File: src/rtl/icache_fetch.sv
// Direct-mapped fetch-stage I-cache; hits are combinational, a miss costs IDLE + REQ + LINE_WORDS beats.
// Fills ignore the downstream stall; optional hit/miss counters are enabled by ICACHE_STATS_EN.
module icache_fetch #(
  parameter int ADDRESS_SIZE = 32,
  parameter logic [ADDRESS_SIZE-1:0] BOOT_ADDRESS = 32'h1000,
  parameter int LINE_WORDS = 4,
  parameter int NUM_LINES = 8
) (
  input  logic                    clk,
  input  logic                    reset,
  input  logic [ADDRESS_SIZE-1:0] pc,
  input  logic                    I_stall_in,
  output logic [ADDRESS_SIZE-1:0] I_instruction,
  output logic                    I_stall,
  output logic                    mem_req,
  output logic [ADDRESS_SIZE-1:0] mem_addr,
  input  logic                    mem_ack,
  input  logic                    mem_rvalid,
  input  logic [ADDRESS_SIZE-1:0] mem_rdata
`ifdef ICACHE_STATS_EN
  ,
  output logic [31:0]             hit_count,
  output logic [31:0]             miss_count
`endif
);

  localparam int OFF_W   = $clog2(LINE_WORDS);
  localparam int IDX_W   = $clog2(NUM_LINES);
  localparam int LSB_IDX = OFF_W + 2;
  localparam int LSB_TAG = IDX_W + OFF_W + 2;
  localparam int TAG_W   = ADDRESS_SIZE - LSB_TAG;

  typedef enum logic [1:0] {IDLE, REQ, FILL} state_t;

  state_t                  state;
  logic [NUM_LINES-1:0]    valid;
  logic [TAG_W-1:0]        tag_mem  [NUM_LINES];
  logic [ADDRESS_SIZE-1:0] data_mem [NUM_LINES*LINE_WORDS];
  logic [OFF_W-1:0]        word_cnt;

  logic [OFF_W-1:0] pc_off;
  logic [IDX_W-1:0] pc_idx;
  logic [TAG_W-1:0] pc_tag;
  logic [IDX_W-1:0] fill_idx;
  logic [TAG_W-1:0] fill_tag;
  logic             hit;
  logic             miss;
  logic             last_beat;
  logic             unused_bits;

  assign pc_off = pc[LSB_IDX-1:2];
  assign pc_idx = pc[LSB_TAG-1:LSB_IDX];
  assign pc_tag = pc[ADDRESS_SIZE-1:LSB_TAG];

  // mem_addr doubles as the latched fill address for the whole REQ/FILL sequence.
  assign fill_idx = mem_addr[LSB_TAG-1:LSB_IDX];
  assign fill_tag = mem_addr[ADDRESS_SIZE-1:LSB_TAG];

  assign hit           = valid[pc_idx] && (tag_mem[pc_idx] == pc_tag);
  assign miss          = !hit || (state != IDLE);
  assign I_stall       = miss || I_stall_in;
  assign I_instruction = miss ? '0 : data_mem[{pc_idx, pc_off}];
  assign last_beat     = (state == FILL) && mem_rvalid && (word_cnt == OFF_W'(LINE_WORDS - 1));
  assign unused_bits   = ^{pc[1:0], BOOT_ADDRESS};

  always_ff @(posedge clk) begin
    if (reset) begin
      state    <= IDLE;
      valid    <= '0;
      mem_req  <= 1'b0;
      mem_addr <= '0;
      word_cnt <= '0;
    end else begin
      case (state)
        IDLE: begin
          if (!hit) begin
            mem_addr       <= {pc[ADDRESS_SIZE-1:LSB_IDX], {LSB_IDX{1'b0}}};
            valid[pc_idx]  <= 1'b0;
            mem_req        <= 1'b1;
            state          <= REQ;
          end
        end
        REQ: begin
          if (mem_ack) begin
            mem_req <= 1'b0;
            state   <= FILL;
          end
        end
        FILL: begin
          if (mem_rvalid) begin
            word_cnt <= word_cnt + 1'b1;
            if (last_beat) begin
              valid[fill_idx] <= 1'b1;
              state           <= IDLE;
            end
          end
        end
        default: state <= IDLE;
      endcase
    end
  end

  // Arrays carry no reset; valid bits alone decide what is usable.
  always_ff @(posedge clk) begin
    if (!reset && (state == FILL) && mem_rvalid) begin
      data_mem[{fill_idx, word_cnt}] <= mem_rdata;
      if (last_beat) tag_mem[fill_idx] <= fill_tag;
    end
  end

`ifdef ICACHE_STATS_EN
  always_ff @(posedge clk) begin
    if (reset) begin
      hit_count  <= '0;
      miss_count <= '0;
    end else begin
      if ((state == IDLE) && hit && !I_stall_in && (hit_count != 32'hFFFF_FFFF))
        hit_count <= hit_count + 32'd1;
      if ((state == IDLE) && !hit && (miss_count != 32'hFFFF_FFFF))
        miss_count <= miss_count + 32'd1;
    end
  end
`endif

endmodule

File: config.mk
export PLATFORM = sky130hd
export DESIGN_NAME = icache_fetch
export DESIGN_NICKNAME = d
export VERILOG_FILES = /design/src/rtl/icache_fetch.sv
export SDC_FILE = /design/constraint.sdc
export NUM_CORES = 1
export LEC_CHECK = 0
export ABC_CLOCK_PERIOD_IN_PS = 7250
export BUFFER_PORTS_ARGS = -buffer_cell sky130_fd_sc_hd__buf_4
export CORE_MARGIN = 3
export CORE_UTILIZATION = 25
export DETAILED_ROUTE_END_ITERATION = 7
export PLACE_DENSITY = 0.49
export SYNTH_ARGS = -nofsm -noshare
export SYNTH_HDL_FRONTEND = slang
export SYNTH_SLANG_ARGS = --single-unit
File: constraint.sdc
create_clock -name clk -period 7.25 [get_ports clk]
set_input_delay 1.0875 -clock clk [delete_from_list [all_inputs] [get_ports clk]]
set_output_delay 1.0875 -clock clk [all_outputs]
set_load 0.1 [all_outputs]
==> impl_metrics.toml <==
[outcome]
status = "completed"

[synthesis]
yosys_most_used_dff = "edfxtp_1"
synthCells = 2184
syn_area_um2 = 48180
synth-async-reset-ratio_pct = 0
avgSynthCellArea_um2 = 22.06
ys_ff_latch = 1265
ys_types = 47
ys_warn_count = 0
synth_edf_count = 1224
synth-seq-area-share_pct = 77.98

[timing]
slew_headroom_pct = 21.87
drv_slew = 0
post-route-period-util_pct = 89.97
rsz0062_at_grt = "false"
worst_pin_slew_ns = 1.169
fin_setup_tns_ns = 0
fin_crit_ns = 6.522
clock_skew_ns = 0.03872
fmax_mhz = 153.3
finalSetupViolations = 0
hold_viol = 0

[power]
powerDensity_nw_per_um2 = 272.9
vdd_drop_max_uv = 178.1
p_leak_nw = 17.78

[global_routing]
grt_use_total_pct = 12.41
overflow = 0
antenna_found_initial = 7
grt_max_degree = 72
grt_pass1_wl_um = 176900
grt_pass1_vias = 23600

[finish]
fin_cells = 5024
num-fill-cells = 18440
final_cell_mix = "edfxtp_1, mux4_2, buf_4"
final_nets = 2477
layout_commonest_cell = "edfxtp_1"
area_growth_pct = 18.28
postLayoutCellArea_um2 = 56990
drive_gt1_share_pct = 29.32

[route]
ant_nets = 0
drtPass1Iterations = 5
route.detailed.wl_per_inst_um = 24.68
drc = 0
wl_um = 124000
viasPerCell = 4.555
dr.first_iter.drc_count = 1714
num_vias = 22880

[clocking]
clk_root_buffer_cell = "clkbuf_16"
clkSlewWorstSetupHoldPaths_ns = 0.06
cts_buffers = 137
cts.sinks = 1265
clockBufferDepth = 3
cts_setup_buffers = 0
cts_tree = "done"
ctsResizeCount = 0
worstSkewPairLatency_ns = 0.75
htree_levels = 4
cts_hold_buf = 0

[floorplan]
rows = 160
initial_core_util_pct = 25.26
die-height_um = 445.0
die_area_um2 = 198000
die_w_um = 445.0
io_pins = 135
core_um2 = 190800

[critical_path]
worstPathArrival_ns = 5.43
r2r-start = "tag_mem[0][8]"
crit_fanout = 40
end_kind = "primary output"
cp-start-kind = "input pin"
r2r-end = "mem_addr[27]"
critPathKind = "input pin to primary output"
slowest_delay_ns = 0.65
path_cells = "buf_4, mux4_2, mux2i_1, xnor2_1, nor4_2, nand4_1, nor4_2, nand2_2, a41oi_1, buf_4"
rrSetupSlack_ns = 3.95
rr_worst_depth = 9
critPathSlowestCell = "a41oi_1"
crit_required_ns = 6.16

[placement]
place_congestion = 0.6905
hpwl_um = 66810
dp.cells = 4776
placed_area_um2 = 52680
io_buffer_count = 128

[job]
maxCapViolCount = 0

[worst_hold_path]
hold_depth = 2
worstHoldEndpoint = "valid[6]"
hold_start = "valid[6]"
hold_class = "flip-flop to flip-flop"
==> critical path, delay by kind of cell <==
kind	cells	cell delay (ns)
simple gates	4	1.71
buf+inv	2	0.95
mux	2	0.87
compound gates	1	0.65
xor+xnor	1	0.12
==> layer usage <==
| metal | wire length (um) | vias to the layer above | track usage [%] |
|---|---|---|---|
| met4 | 2743 | 2 | 3.684 |
| met3 | 6489 | 172 | 2.547 |
| met2 | 59810 | 598 | 20.02 |
| met5 | 13 | - | 0 |
| li1 | - | 9643 | - |
| met1 | 54920 | 12470 | 16.90 |
==> worst max path at each step <==
| stage | endpoint | cells after the start | slack (ns) | start |
|---|---|---|---|---|
| 3_3_place_gp | I_instruction[30] | 10 | 0.66 | pc[4] |
| 6_report | I_instruction[30] | 10 | 0.73 | pc[4] |
| 2_1_floorplan | I_instruction[30] | 10 | 1.56 | pc[6] |
| 4_1_cts | I_instruction[30] | 10 | 0.64 | pc[4] |
| 5_1_grt | I_instruction[30] | 11 | 0.43 | pc[6] |
| 3_5_place_dp | I_instruction[30] | 10 | 0.66 | pc[4] |
==> sequential cells by signal, summed over array words and instances (netlist names) <==
name,flops
valid,8
word_cnt,2
mem_req,1
mem_addr,28
state,2
tag_mem,200
data_mem,1024
==> synthesized netlist by cell type (all sizes together), types with 2 or more instances <==
library cell,number,share of area (%)
nand3,4,0.042
inv,6,0.047
mux4,305,14
xnor2,12,0.22
mux2,2,0.047
and3,8,0.10
xor2,5,0.091
a31oi,4,0.052
a32oi,4,0.073
nand2b,5,0.065
a22oi,19,0.30
nor2,82,0.64
nand3b,4,0.062
nand4,3,0.039
nor4,2,0.052
nor3,3,0.031
a21oi,23,0.24
clkbuf,69,0.54
a2111oi,2,0.036
nand2,70,0.55
nor2b,7,0.091
o22ai,82,1.1
o22a,4,0.073
dfxtp,41,1.7
a221oi,3,0.055
ha,4,0.10
or3,2,0.026
buf,54,0.59
mux2i,97,2.0
or4,20,0.31
o2bb2ai,2,0.036
and2,2,0.026
edfxtp,1224,76
==> cells by family after synthesis <==
kind of cell	count (synthesis)	share of synthesized area, %
AOI/OAI and AO/OA	150	2.041
xor gates and xnor gates	17	0.3090
adders and majority gates	4	0.1039
buffers and inverters	129	1.171
DFF	1265	77.98
muxes	404	16.32
other	1	0.007783
and+or+nand+nor	214	2.064
==> report_power, final <==
part	internal, W	total [W]	switching, W
clock network	0.00380	0.00668	0.00288
logic	0.000282	0.000783	0.000502
registers	0.00804	0.00808	0.0000432
==> area by class of cell <==
cell class | instances | area [um^2] | share of cell area (%)
Antenna cell | 3 | 7.507 | 0.01317
Clock buffer | 180 | 3651 | 6.406
Clock inverter | 65 | 651.9 | 1.144
Inverter | 6 | 22.52 | 0.03952
Multi-Input combinational cell | 793 | 10370 | 18.19
Sequential cell | 1265 | 37580 | 65.93
Tap cell | 2511 | 3142 | 5.513
Timing Repair Buffer | 201 | 1574 | 2.762
==> stage by stage <==
step / power (W) / setup slack, ns / util [%] / hold slack [ns]
floorplan: 0.008727 / 1.565 / - / 0.4802
global placement: 0.009038 / 0.6597 / 27.61 / 0.5003
detailed placement: 0.009044 / 0.6608 / 27.61 / 0.5028
CTS: 0.01574 / 0.6426 / 29.87 / 0.4851
global route: 0.01609 / 0.4270 / 29.87 / 0.5206
finish: 0.01555 / 0.7275 / 29.87 / 0.5106
Note: power is estimated with default switching activity, not from simulation.
